[src/rtl/fc_tile_seq_if.sv]
// Handshake bundle between the FC-layer sequencer, the IBUF, the CIM tile group and the
// function unit. The slave modport is the sequencer's view.
interface fc_tile_seq_if #(
  parameter int unsigned DATA_SIZE = 8,
  parameter int unsigned NUM_ADDR  = 16,
  parameter int unsigned NUM_TILES = 4
);
  localparam int unsigned AW = (NUM_ADDR > 1) ? $clog2(NUM_ADDR) : 1;
  localparam int unsigned BW = $clog2(DATA_SIZE + 1);

  logic                 i_start;
  logic [BW-1:0]        i_num_bits;
  logic                 i_abort;
  logic                 o_ready;
  logic                 o_shift_enable;
  logic                 o_cim_we;
  logic [AW-1:0]        o_addr;
  logic [NUM_TILES-1:0] o_cim_start;
  logic [NUM_TILES-1:0] i_cim_ready;
  logic                 o_msb_plane;
  logic [BW-1:0]        o_bit_idx;
  logic                 i_func_ready;
  logic                 o_func_start;
  logic                 o_done;

  modport master (
    output i_start, i_num_bits, i_abort, i_cim_ready, i_func_ready,
    input  o_ready, o_shift_enable, o_cim_we, o_addr, o_cim_start, o_msb_plane, o_bit_idx,
           o_func_start, o_done
  );

  modport slave (
    input  i_start, i_num_bits, i_abort, i_cim_ready, i_func_ready,
    output o_ready, o_shift_enable, o_cim_we, o_addr, o_cim_start, o_msb_plane, o_bit_idx,
           o_func_start, o_done
  );
endinterface

[src/rtl/fc_tile_seq.sv]
// FC-layer controller: loads bit-planes into all CIM tiles, starts them with per-tile
// ack tracking, repeats for each plane, then hands off to the function unit.
module fc_tile_seq #(
  parameter int unsigned DATA_SIZE = 8,
  parameter int unsigned NUM_ADDR  = 16,
  parameter int unsigned NUM_TILES = 4
) (
  input logic          clk,
  input logic          rst,
  fc_tile_seq_if.slave bus_io
);
  localparam int unsigned AW = (NUM_ADDR > 1) ? $clog2(NUM_ADDR) : 1;
  localparam int unsigned BW = $clog2(DATA_SIZE + 1);
  localparam logic [AW-1:0] AddrLast = AW'(NUM_ADDR - 1);
  localparam logic [BW-1:0] BitsMax  = BW'(DATA_SIZE);

  typedef enum logic [2:0] {StIdle, StLoad, StStart, StWait, StDrain} state_e;

  state_e               state_q, state_d;
  logic                 pending_q, pending_d;
  logic [BW-1:0]        nb_q, nb_d;
  logic [BW-1:0]        bit_idx_q, bit_idx_d;
  logic [AW-1:0]        addr_q, addr_d;
  logic [NUM_TILES-1:0] ack_q, ack_d;
  logic                 shift_q, shift_d;
  logic                 func_q, func_d;

  logic          all_ready;
  logic          last_plane;
  logic [BW-1:0] nb_sel;

  assign all_ready  = &bus_io.i_cim_ready;
  assign last_plane = (bit_idx_q == nb_q - BW'(1));
  // Zero or out-of-range counts run the full plane count.
  assign nb_sel = (bus_io.i_num_bits == '0 || bus_io.i_num_bits > BitsMax) ?
                  BitsMax : bus_io.i_num_bits;

  always_ff @(posedge clk) begin
    if (rst) begin
      state_q   <= StIdle;
      pending_q <= 1'b0;
      nb_q      <= '0;
      bit_idx_q <= '0;
      addr_q    <= '0;
      ack_q     <= '0;
      shift_q   <= 1'b0;
      func_q    <= 1'b0;
    end else begin
      state_q   <= state_d;
      pending_q <= pending_d;
      nb_q      <= nb_d;
      bit_idx_q <= bit_idx_d;
      addr_q    <= addr_d;
      ack_q     <= ack_d;
      shift_q   <= shift_d;
      func_q    <= func_d;
    end
  end

  always_comb begin
    state_d   = state_q;
    pending_d = pending_q;
    nb_d      = nb_q;
    bit_idx_d = bit_idx_q;
    addr_d    = addr_q;
    ack_d     = ack_q;
    shift_d   = 1'b0;
    func_d    = 1'b0;
    unique case (state_q)
      StIdle: begin
        if (bus_io.i_start || pending_q) begin
          if (bus_io.i_start && !pending_q) nb_d = nb_sel;
          if (all_ready) begin
            state_d   = StLoad;
            pending_d = 1'b0;
          end else begin
            pending_d = 1'b1;
          end
        end
      end
      StLoad: begin
        addr_d = addr_q + AW'(1);
        if (addr_q == AddrLast) begin
          addr_d  = '0;
          state_d = StStart;
        end
      end
      StStart: begin
        // A tile has acked once it has been seen busy; the mask is sticky.
        ack_d = ack_q | ~bus_io.i_cim_ready;
        if (&ack_d) begin
          ack_d   = '0;
          state_d = StWait;
        end
      end
      StWait: begin
        if (all_ready) begin
          if (last_plane) begin
            state_d = StDrain;
          end else begin
            shift_d   = 1'b1;
            bit_idx_d = bit_idx_q + BW'(1);
            state_d   = StLoad;
          end
        end
      end
      StDrain: begin
        if (bus_io.i_func_ready) begin
          func_d    = 1'b1;
          bit_idx_d = '0;
          state_d   = StIdle;
        end
      end
      default: state_d = StIdle;
    endcase
    if (bus_io.i_abort) begin
      state_d   = StIdle;
      pending_d = 1'b0;
      nb_d      = '0;
      bit_idx_d = '0;
      addr_d    = '0;
      ack_d     = '0;
      shift_d   = 1'b0;
      func_d    = 1'b0;
    end
  end

  always_comb begin
    bus_io.o_ready        = (state_q == StIdle) && !pending_q;
    bus_io.o_cim_we       = (state_q == StLoad);
    bus_io.o_addr         = addr_q;
    bus_io.o_cim_start    = (state_q == StStart) ? ~ack_q : '0;
    bus_io.o_msb_plane    = (state_q inside {StLoad, StStart, StWait}) && last_plane;
    bus_io.o_bit_idx      = bit_idx_q;
    bus_io.o_shift_enable = shift_q;
    bus_io.o_func_start   = func_q;
    bus_io.o_done         = func_q;
  end
endmodule

[src/flat_wrapper.sv]
// flat-port wrapper written by rule: the top's interface ports become plain ports
module fc_tile_seq_flat 
#(
  parameter int unsigned DATA_SIZE = 8,
  parameter int unsigned NUM_ADDR  = 16,
  parameter int unsigned NUM_TILES = 4
)
  (clk, rst, bus_io_i_start, bus_io_i_num_bits, bus_io_i_abort, bus_io_i_cim_ready, bus_io_i_func_ready, bus_io_o_ready, bus_io_o_shift_enable, bus_io_o_cim_we, bus_io_o_addr, bus_io_o_cim_start, bus_io_o_msb_plane, bus_io_o_bit_idx, bus_io_o_func_start, bus_io_o_done);
  fc_tile_seq_if #(.DATA_SIZE(DATA_SIZE), .NUM_ADDR(NUM_ADDR), .NUM_TILES(NUM_TILES)) bus_io_i ();
  input logic clk;
  input logic rst;
  input wire logic [$bits(bus_io_i.i_start)-1:0] bus_io_i_start;
  input wire logic [$bits(bus_io_i.i_num_bits)-1:0] bus_io_i_num_bits;
  input wire logic [$bits(bus_io_i.i_abort)-1:0] bus_io_i_abort;
  input wire logic [$bits(bus_io_i.i_cim_ready)-1:0] bus_io_i_cim_ready;
  input wire logic [$bits(bus_io_i.i_func_ready)-1:0] bus_io_i_func_ready;
  output wire logic [$bits(bus_io_i.o_ready)-1:0] bus_io_o_ready;
  output wire logic [$bits(bus_io_i.o_shift_enable)-1:0] bus_io_o_shift_enable;
  output wire logic [$bits(bus_io_i.o_cim_we)-1:0] bus_io_o_cim_we;
  output wire logic [$bits(bus_io_i.o_addr)-1:0] bus_io_o_addr;
  output wire logic [$bits(bus_io_i.o_cim_start)-1:0] bus_io_o_cim_start;
  output wire logic [$bits(bus_io_i.o_msb_plane)-1:0] bus_io_o_msb_plane;
  output wire logic [$bits(bus_io_i.o_bit_idx)-1:0] bus_io_o_bit_idx;
  output wire logic [$bits(bus_io_i.o_func_start)-1:0] bus_io_o_func_start;
  output wire logic [$bits(bus_io_i.o_done)-1:0] bus_io_o_done;
  assign bus_io_i.i_start = bus_io_i_start;
  assign bus_io_i.i_num_bits = bus_io_i_num_bits;
  assign bus_io_i.i_abort = bus_io_i_abort;
  assign bus_io_i.i_cim_ready = bus_io_i_cim_ready;
  assign bus_io_i.i_func_ready = bus_io_i_func_ready;
  assign bus_io_o_ready = bus_io_i.o_ready;
  assign bus_io_o_shift_enable = bus_io_i.o_shift_enable;
  assign bus_io_o_cim_we = bus_io_i.o_cim_we;
  assign bus_io_o_addr = bus_io_i.o_addr;
  assign bus_io_o_cim_start = bus_io_i.o_cim_start;
  assign bus_io_o_msb_plane = bus_io_i.o_msb_plane;
  assign bus_io_o_bit_idx = bus_io_i.o_bit_idx;
  assign bus_io_o_func_start = bus_io_i.o_func_start;
  assign bus_io_o_done = bus_io_i.o_done;
  fc_tile_seq #(.DATA_SIZE(DATA_SIZE), .NUM_ADDR(NUM_ADDR), .NUM_TILES(NUM_TILES)) u_core (.clk(clk), .rst(rst), .bus_io(bus_io_i));
endmodule
[config.mk]
export PLATFORM = sky130hd
export DESIGN_NAME = fc_tile_seq_flat
export DESIGN_NICKNAME = d
export VERILOG_FILES = /design/src/rtl/fc_tile_seq_if.sv /design/src/rtl/fc_tile_seq.sv /design/src/flat_wrapper.sv
export SDC_FILE = /design/constraint.sdc
export NUM_CORES = 1
export LEC_CHECK = 0
export ABC_AREA = 1
export CAP_MARGIN = 15
export CORE_UTILIZATION = 38
export CTS_CLUSTER_SIZE = 10
export DETAILED_ROUTE_END_ITERATION = 8
export PLACE_DENSITY = 0.72
export SLEW_MARGIN = 20
export SYNTH_ARGS = -nofsm -noshare
export SYNTH_HDL_FRONTEND = slang
export SYNTH_SLANG_ARGS = --single-unit
export TNS_END_PERCENT = 10
[constraint.sdc]
create_clock -name clk -period 2.16 [get_ports clk]
set_input_delay 0.54 -clock clk [delete_from_list [all_inputs] [get_ports clk]]
set_output_delay 0.54 -clock clk [all_outputs]
set_load 0.1 [all_outputs]
Word level (Yosys, flattened, before mapping). Index checks and enable logic that the tools add are counted.

Multiplexer cells: 19. Equal/unequal tests: 13. Add/sub/neg operators: 3. Reductions and logical operators: 19. Magnitude comparators: 1. Bitwise gates (word level): 6.

Operators by type and width (count): $mux W4 (7); $mux W3 (7); $pmux W3 S5 (1); $reduce_and A4 Y1 (3); $ne A2 B1 Y1 const B (5); $add A4 B1 Y4 const B (2); $not A4 Y4 (2); $pmux W4 S2 (1); $eq A3 B2 Y1 const B (2); $reduce_and A6 Y1 (1); $eq A4 B4 Y1 (1); $eq A4 B4 Y1 const B (1); $gt A4 B4 Y1 const B (1); $logic_not A4 Y1 (1); $ne A2 B2 Y1 const B (2); $or A4 B4 Y4 (1); $reduce_or A4 Y1 (1); $sub A4 B1 Y4 const B (1); $eq A3 B1 Y1 const B (1); $eq A3 B3 Y1 const B (1); $logic_and A1 B1 Y1 (3); $logic_not A3 Y1 (1); $mux W1 (3); $not A1 Y1 (3); other kinds (8) (9).

Bits of input ports: 13. Flip-flop bits (word level): 22.

Longest topological paths before layout.
Depth after elaboration: 5. Gate-level depth with buffers: 13. Mapped depth without buffers: 13.

Worst setup path before layout. No wires, ideal clock.

Path kind: register -> output. Start: register u_core.bit_idx_q[1] (netlist: u_core.bus_io.o_bit_idx[1]). End: output port bus_io_o_msb_plane. Arrival: 3.028 ns. Slack: -1.408 ns. Stages on the path, launching flop included: 7. Path buffers: 0. Data required time: 1.620 ns. Cells stage by stage: dfxtp_1 nor2_1 nor2_1 nand2_1 nor2_2 nand2_1 a31oi_1.

Longest elaborated chain between the ends: 2.

Ends and longest elaborated chain: start: declaration (RTL line fc_tile_seq.sv:22) `logic [BW-1:0] bit_idx_q, bit_idx_d;`; start signal: assignment (RTL line fc_tile_seq.sv:52) `bit_idx_q <= bit_idx_d;`; $eq A4 B4 Y1 (RTL line fc_tile_seq.sv:33) `assign last_plane = (bit_idx_q == nb_q - BW'(1));`; $logic_and A1 B1 Y1 (RTL line fc_tile_seq.sv:133) `bus_io.o_msb_plane = (state_q inside {StLoad, StStart, StWait}) && last_plane;`; end: declaration (RTL line flat_wrapper.sv:22) `output wire logic [$bits(bus_io_i.o_msb_plane)-1:0] bus_io_o_msb_plane;`.

Every way passes these cells.

Worst setup path after layout.
Start: register u_core.nb_q[0]. End: output port bus_io_o_msb_plane.

Longest elaborated chain between the ends: 3.

Ends and longest elaborated chain: start: declaration (RTL line fc_tile_seq.sv:21) `logic [BW-1:0] nb_q, nb_d;`; start signal: assignment (RTL line fc_tile_seq.sv:51) `nb_q <= nb_d;`; $sub A4 B1 Y4 (RTL line fc_tile_seq.sv:33); $eq A4 B4 Y1 (RTL line fc_tile_seq.sv:33); $logic_and A1 B1 Y1 (RTL line fc_tile_seq.sv:133).

Every way passes these cells.

==> results.yml <==
synthesis:
  synth_mux_area_share_pct: 0
  yosys_warnings: 0
  yosys-top-cells-area: "dfxtp_1 34%, nand2_1 13%, a21oi_1 6.3%"
  yosys.area_share.xor_xnor_pct: 2.73
  ys.flop_type: "dfxtp_1"
  synth_top_area_share_pct: 34.4
  synth_largest_area_cell: "dfxtp_1"
  synth_cell_types: 33
  ys_seq_elements: 22
  synth_adder_area_share_pct: 2.93
  synthesis.area_um2: 1280
  async_reset_ff_share_pct: 0
  ys_seq_area_share_pct: 34.4
  synth_top_family_by_area: "simple AND/OR/NAND/NOR gates"
  synth_nets: 198
  syn_inst: 182
  synth_area_per_cell_um2: 7.04
  synth-simple-area-share_pct: 36.4
  synth_edf_count: 0
  synth_compound_area_share_pct: 14.3
route:
  wl_per_cell_um: 11.6
  dr.pass1.iters: 4
  drt_wl_total_mm: 3.16
  vias: 1303
  antenna_left: 0
  vias_per_cell: 4.77
  drt-initial-drc-count: 27
  drc: 0
grt:
  grt_overflow: 0
  grt.total_usage_pct: 19.1
  grt_max_degree: 13
  grt_pass1_wl_mm: 5.18
  antenna_found_initial: 0
  grt_pass1_vias: 1185
timing:
  hold_ws_ns: 0.494
  maxSlewViolCount: 0
  fin_crit_sh_pct: 107
  setup_viol: 1
  tightestPinTransition_ns: 0.337
  fin_ws_ns: -0.148
  max_slew_margin_pct: 77.5
  fin_skew_ns: 0.00135
  rsz0062_at_grt: "yes"
  final_hold_viol_count: 0
  clock.fmax_mhz: 433
  fin_crit_ns: 2.31
run_status:
  violations: "setup timing"
  status: "finished, violations left"
clock_tree:
  cts_buffer_depth: 2
  path_clk_slew_ns: 0.13
  clock-sinks: 22
  root_buffer: "clkbuf_4"
  numCtsBuffers: 3
  htreeDepth: 1
  tritoncts: "done"
  cts_hold_buf: 0
  insertion_delay_ns: 0.31
placed_design:
  hpwl_mm: 2.31
  dpl-instance-area_um2: 1740
  io_buffers: 30
  gp_congestion: 0.798
floorplanning:
  die_w_um: 60.1
  start_util_pct: 41.0
  num_io_pins: 31
  dieArea_um2: 3610
  die_y_um: 60.1
  num_rows: 20
  core_um2: 3130
final_layout:
  diodes: 0
  fillers: 272
  areaGrowthSynthToFinish_pct: 48.7
  nets: 246
  seq_area_um2: 444
  multi_input_comb_area_um2: 779
  fin_area_um2: 1910
  layout-drive-gt1-share_pct: 33.6
setup_path:
  crit_path_end_kind: "primary output"
  cp.depth: 9
  worstSetupPathType: "reg2out"
  max_stage_delay_ns: 0.36
  critPathMaxFanout: 2
  r2r_cells: 19
  critical_path.cell_chain: "inv_2, ha_4, nor2_2, nor2_1, nand2_1, nor2_2, nand2_2, a31oi_4, buf_12"
  critPathLaunchType: "flop"
  crit_arrival_ns: 1.77
  path_delay_family: "simple AND/OR/NAND/NOR gates"
  path_buf_inv: 2
  cp_common_cell: "nor2_2"
  worst_path_max_delay_cell: "dfxtp_2"
  worst_ep_required_time_ns: 1.62
power:
  p_leak_uw: 0.000826
  power.density_nw_per_um2: 419
  ir_drop_v: 0.000373
min_path:
  min_path_cells: 2
  hold_path.class: "reg2reg"
flow_run:
  drv_cap: 0
[synthesized netlist by cell type, drive strengths merged, types with 2 or more instances]
cell type and number:
xor2 3, clkinv 2, a211oi 4, a21oi 16, nor2 22, dfxtp 22
inv 24, ha 3, o21ai 6, nand2 51, nand3 14, buf 2
nor3 4
[kinds of logic after synthesis]
| kind of cell | Yosys count |
|---|---|
| AO/OA/AOI/OAI | 30 |
| XOR/XNOR | 4 |
| adder cells (fa/ha/maj) | 3 |
| buffers and inverters | 29 |
| flip-flops | 22 |
| AND/OR/NAND/NOR | 94 |
[tightest hold or removal path: stages (launching register included)]
cell	delay (ns)
dfxtp_1	0.35
nand2_1	0.06
a21oi_1	0.06
[per-stage QoR]
stage	worst slack [ns]	setup TNS [ns]	instances	util (%)	total power, uW
6_report	-0.148	-0.148	273	60.9	799
3_5_place_dp	0.00947	0	258	55.7	559
4_1_cts	-0.136	-0.145	272	59.8	797
5_1_grt	-0.255	-0.947	273	60.9	831
2_1_floorplan	-0.499	-1.94	182	-	507
3_3_place_gp	0.0626	0	258	55.7	557
[routing by layer]
metal,part of all wire [%],global-route usage (%)
met1,47,24.8
met2,48,30.6
met3,4.1,5.19
met4,1.0,6.31
met5,0,0
[sequential cells by signal (all words and copies together), names as in the netlist]
register                      cells
u_core.bus_io.o_done              1
u_core.bus_io.o_bit_idx           4
u_core.state_q                    3
u_core.nb_q                       4
u_core.bus_io.o_addr              4
u_core.ack_q                      4
u_core.pending_q                  1
u_core.bus_io.o_shift_enable      1
[worst paths after layout]
check,start,endpoint,slack (ns)
min reg2reg,u_core.ack_q[2],u_core.ack_q[2],0.49
max,u_core.nb_q[0],bus_io_o_msb_plane,-0.15
max reg2reg,u_core.nb_q[0],u_core.bus_io.o_bit_idx[1],0
min,u_core.ack_q[2],u_core.ack_q[2],0.49
[where the power goes]
part           internal (uW)  leakage (uW)  total (uW)  switching (uW)
combinational           61.8      0.000626         145            83.3
clock                    103     0.0000210         236             133
sequential               412      0.000179         418            6.10
[layout make-up]
cell class,count,share of cell area [%]
clock buffers,4,1.90
inverters,26,5.38
multi-input cells,131,40.9
flip-flops and latches,22,23.3
well taps,44,2.89
repair buffers,46,25.6
[cells in the final DEF, fill, tap and decap left out, types with 2 or more instances in the layout]
cell type        instances
clkdlybuf4s50_1         12
buf_4                   25
o21ai_1                  2
nand3_2                  3
a21oi_1                 14
o21ai_0                  4
nand2_2                  7
nor2_1                  16
nand2_1                 42
buf_12                   9
ha_1                     2
inv_1                   15
nand2_4                  2
dfxtp_1                 19
clkbuf_4                 3
inv_2                    9
a211oi_1                 4
dfxtp_2                  3
a21oi_2                  2
xor2_1                   3
nor3_1                   3
nor2_2                   4
nand3_1                 10
[what timing repair did]
| action | in CTS | in global routing |
|---|---|---|
| setup buffers | 10 | 1 |
| pin swaps | 3 | 2 |
| resized for setup | 6 | 7 |
| setup endpoints to repair | 1 | 10 |
(Power assumes the default switching activity.)
==> edit 1 (same settings) <==
Reset style: asynchronous (`rst`), changed in one clocked block.
--- a/src/rtl/fc_tile_seq.sv
+++ b/src/rtl/fc_tile_seq.sv
@@ -36,5 +36,5 @@
                   BitsMax : bus_io.i_num_bits;
 
-  always_ff @(posedge clk) begin
+  always_ff @(posedge clk or posedge rst) begin
     if (rst) begin
       state_q   <= StIdle;
Formal check against the unedited RTL: differs if rst is asserted again (counterexample within 4 cycles, from zero or initial values and one cycle with rst high); with rst held inactive, the same outputs for 10 cycles.
==> edit 1 against the original RTL <==
The run still ends with setup timing left. Cell count is 3.7% higher. Worst hold slack gained 0.068 ns. Worst setup slack improved by 0.048 ns. Sequential cell count stayed put. Core utilization shrank 2.5 points. Area after synthesis is 9.1% higher. Non-clock buffer count shrank 5. Wire length rose by 7.8%. Final area grew 5.4%. Maximum frequency increased by 2.1%. Sequential share of layout area rose by 4.8 points. Die area grew 8.8%.
Power is left out: it rests on default switching activity, and per cell area and clock period it moved more than threefold.
==> edit 1: results <==
INSERT INTO impl_metrics (metric_group, metric, value, unit) VALUES
('global_routing', 'met1_usage', '0.2110', ''),
('run_status', 'status', 'complete, but fails checks', ''),
('global_routing', 'global_route.usage.met2', '0.3234', ''),
('cts', 'post-cts-setup-buffers', '3', ''),
('yosys', 'synth_seq_area_share', '0.3939', ''),
('run_status', 'failed_checks', 'setup timing', ''),
('sta', 'setup_viol', '1', ''),
('cts', 'clock_tree.root_cell', 'sky130_fd_sc_hd__clkbuf_8', ''),
('yosys', 'synth_area_leaders', 'sky130_fd_sc_hd__dfrtp_1 (39%), sky130_fd_sc_hd__nand2_1 (16%), sky130_fd_sc_hd__inv_1 (8.1%), sky130_fd_sc_hd__nand3_1 (5.0%), sky130_fd_sc_hd__nor2_1 (4.8%)', ''),
('detailed_routing', 'postRouteWirelength', '3404', 'um'),
('yosys', 'synthesized_netlist_net_count', '210', ''),
('sta', 'postLayoutSetupSlackWorst', '-0.09992', 'ns'),
('critical_path', 'timing.reg2reg.setup_slack', '0.40', 'ns'),
('layout', 'post_route_cells_drive_above_1_share', '0.2658', ''),
('cts', 'worst_skew_pair.late_latency', '0.27', 'ns'),
('detailed_routing', 'detailroute.via_count', '1399', ''),
('global_routing', 'vias_in_the_first_global_route', '1313', ''),
('yosys', 'synth_cell_type_count', '31', ''),
('global_routing', 'grt_util_met3', '0.05474', ''),
('sta', 'relative_max_transition_margin', '0.7028', '');
-- edit 1: critical path: cells and delay by family (launching register included) --
family	cells	cell delay [ns]
adder cells (fa/ha/maj)	1	0.15
buffers and inverters	3	0.32
flip-flops	1	0.38
AND/OR/NAND/NOR	6	0.59
-- edit 1: kinds of logic (layout without fill, tap and decap cells) --
kind of cell,count (synthesis),count (layout),synth area share
simple gates,116,116,0.3859
buf+inv,33,76,0.09221
flops,22,22,0.3939
compound gates,18,18,0.08862
fa+ha+maj,3,3,0.02686
xor+xnor,2,2,0.01254
-- edit 1: through the flow --
stage	area (sq um)	instances	setup TNS (ns)	hold WS, ns	utilization
after floorplan	1429	194	-1.862	0.5158	-
after global placement	1889	276	0	0.5479	0.5489
after detailed placement	1889	276	0	0.5531	0.5489
after CTS	1987	283	-0.08487	0.5741	0.5772
after global routing	2009	283	-0.2392	0.5846	0.5838
final	2009	283	-0.09992	0.5621	0.5838
-- edit 1: layout make-up --
type / count / share of cell area
Timing Repair Buffer: 41 / 0.2179
Inverter: 31 / 0.05791
Clock buffer: 4 / 0.02740
Tap cell: 46 / 0.02864
Multi-Input combinational cell: 139 / 0.3867
Sequential cell: 22 / 0.2814
-- edit 1: worst paths after layout --
path / start / endpoint / cells after the start
worst min register to register: u_core.ack_q[3] / u_core.ack_q[3] / 2
worst min-delay path: rst / u_core.nb_q[2] / 2
min in group clk: u_core.ack_q[3] / u_core.ack_q[3] / 2
worst max register to register: u_core.nb_q[1] / u_core.bus_io.o_bit_idx[0] / 13
max in group asynchronous: rst / u_core.ack_q[3] / 3
worst max-delay path: u_core.nb_q[0] / bus_io_o_msb_plane / 10
==> edit 2 (config.mk and constraints unchanged) <==
Made on the original files. `DATA_SIZE` is set to 8 in 3 places; all go to 32.
--- a/src/rtl/fc_tile_seq_if.sv
+++ b/src/rtl/fc_tile_seq_if.sv
@@ -2,5 +2,5 @@
 // function unit. The slave modport is the sequencer's view.
 interface fc_tile_seq_if #(
-  parameter int unsigned DATA_SIZE = 8,
+  parameter int unsigned DATA_SIZE = 32,
   parameter int unsigned NUM_ADDR  = 16,
   parameter int unsigned NUM_TILES = 4
--- a/src/rtl/fc_tile_seq.sv
+++ b/src/rtl/fc_tile_seq.sv
@@ -2,5 +2,5 @@
 // ack tracking, repeats for each plane, then hands off to the function unit.
 module fc_tile_seq #(
-  parameter int unsigned DATA_SIZE = 8,
+  parameter int unsigned DATA_SIZE = 32,
   parameter int unsigned NUM_ADDR  = 16,
   parameter int unsigned NUM_TILES = 4
--- a/src/flat_wrapper.sv
+++ b/src/flat_wrapper.sv
@@ -2,5 +2,5 @@
 module fc_tile_seq_flat 
 #(
-  parameter int unsigned DATA_SIZE = 8,
+  parameter int unsigned DATA_SIZE = 32,
   parameter int unsigned NUM_ADDR  = 16,
   parameter int unsigned NUM_TILES = 4
Ports: changed (resized bus_io_i_num_bits and bus_io_o_bit_idx); port bits go from 31 to 35. No check against the original RTL was run, so the function may have changed too.
==> edit 2 against the original RTL <==
The flow still finishes with violations (setup timing). Via count up 20%. Wire length is 11% higher. Critical path depth grew 2. Combinational power rose by 71%. Worst setup slack worse by 0.014 ns. Final area grew 9.5%. Synthesized cell count is 28% higher. Non-clock buffer count is 5 lower. Sequential cell count up 4. Global-route usage is 0.52 points lower. Power grew 33%. Area after synthesis increased by 16%. First-iteration DRC count grew to 2.7 times the old value. Core utilization is 4.8 points lower. Largest cell class unchanged.
==> edit 2: results <==
INSERT INTO impl_metrics (metric_group, metric, value, unit) VALUES
('sta', 'final_skew', '0.003905', 'ns'),
('layout', 'post_route_cells_drive_above_1_share', '0.2044', ''),
('global_routing', 'grt_start_max_net_pins', '18', ''),
('sta', 'postLayoutSetupSlackWorst', '-0.1626', 'ns'),
('power', 'pwr-share-clk', '0.303', ''),
('placement', 'rd_place_congestion', '0.8160', ''),
('layout', 'final_cell_count_no_fill', '322', ''),
('global_routing', 'grt_first_pass_wirelength', '6175', 'um'),
('yosys', 'synth_seq_area_share', '0.3493', ''),
('sta', 'setup_viol', '1', ''),
('global_routing', 'track_usage', '0.1861', ''),
('placement', 'placed_area', '0.002016', 'sq mm'),
('power', 'power.ir.vdd_worst', '0.0004695', 'V'),
('power', 'p_leak', '0.9105', 'nW'),
('yosys', 'post_synth.cell_area_avg', '6.396', 'sq um'),
('critical_path', 'number_of_cells_on_the_worst_reg_to_reg_path', '13', ''),
('critical_path', 'critPathMaxStageDelay', '0.34', 'ns'),
('power', 'p_switching', '0.3189', 'mW'),
('detailed_routing', 'detailroute.via_count', '1565', ''),
('run_status', 'status', 'complete, but fails checks', ''),
('sta', 'relative_max_transition_margin', '0.7789', ''),
('power', 'switching_share', '0.2999', ''),
('detailed_routing', 'first_iter_violations', '73', ''),
('layout', 'finish.instance_area', '0.002087', 'sq mm'),
('cts', 'worst_skew_pair.late_latency', '0.27', 'ns'),
('run_status', 'failed_checks', 'setup timing', '');
[edit 2: cell count changes after synthesis, moves of 3 or more]
cell and change:
sky130_fd_sc_hd__inv_1 +14, sky130_fd_sc_hd__nand3_1 +5, sky130_fd_sc_hd__dfxtp_1 +4, sky130_fd_sc_hd__nor2_1 +17, sky130_fd_sc_hd__o21ai_0 +6, sky130_fd_sc_hd__nand3_2 -3, sky130_fd_sc_hd__a21oi_1 +5, sky130_fd_sc_hd__nand2_2 -4
sky130_fd_sc_hd__nand2_1 +12, sky130_fd_sc_hd__inv_2 -4
[edit 2: through the flow]
step / hold WS [ns] / setup TNS [ns]
2_1_floorplan: 0.4540 / -2.095
3_3_place_gp: 0.4688 / 0
3_5_place_dp: 0.4734 / 0
4_1_cts: 0.4878 / -0.1808
5_1_grt: 0.5090 / -0.2936
6_report: 0.4866 / -0.1626
[edit 2: area by class of cell]
class	instances	share of cell area
inverter	35	0.06295
sequential	26	0.2602
multi-input combinational	168	0.4155
clock buffer	4	0.02638
timing repair buffer	41	0.2062
tap	48	0.02878
[edit 2: routing by layer]
layer | wire length (um) | global-route usage
met4 | 43 | 0.05833
met1 | 1608 | 0.2189
met2 | 1728 | 0.3395
met5 | 0 | 0
met3 | 113 | 0.03169
[edit 2: logic make-up (layout without fill, tap and decap cells)]
family | after synthesis | after routing | share of synthesized area
and+or+nand+nor | 120 | 120 | 0.3451
buffers and inverters | 39 | 80 | 0.1016
adders and majority gates | 3 | 3 | 0.02519
xor gates and xnor gates | 4 | 4 | 0.02351
DFF | 26 | 26 | 0.3493
AOI/OAI and AO/OA | 41 | 41 | 0.1553
[edit 2: worst max-delay path by stage]
| stage | cells after the start | to | slack, ns | startpoint |
|---|---|---|---|---|
| 6_report | 11 | bus_io_o_msb_plane | -0.16 | u_core.nb_q[1] |
| 5_1_grt | 11 | bus_io_o_msb_plane | -0.29 | u_core.nb_q[1] |
| 4_1_cts | 11 | bus_io_o_msb_plane | -0.18 | u_core.nb_q[1] |
| 3_5_place_dp | 11 | bus_io_o_msb_plane | 0.03 | u_core.nb_q[1] |
| 3_3_place_gp | 11 | bus_io_o_msb_plane | 0.05 | u_core.nb_q[1] |
| 2_1_floorplan | 4 | bus_io_o_cim_start[0] | -0.36 | u_core.state_q[2] |
[edit 2: worst register-to-register path, delay by kind of cell (launching register included)]
family          cells  cell delay, ns
compound gates      1            0.12
simple gates        8            0.68
flops               1            0.34
buf+inv             3            0.21
fa+ha+maj           1            0.26
[edit 2: what timing repair did]
action                                  in CTS  in global routing
endpoints found under the setup margin       1                  6
resized for setup                            2                  2
setup buffers                                1                  0
pin swaps                                    2                  0
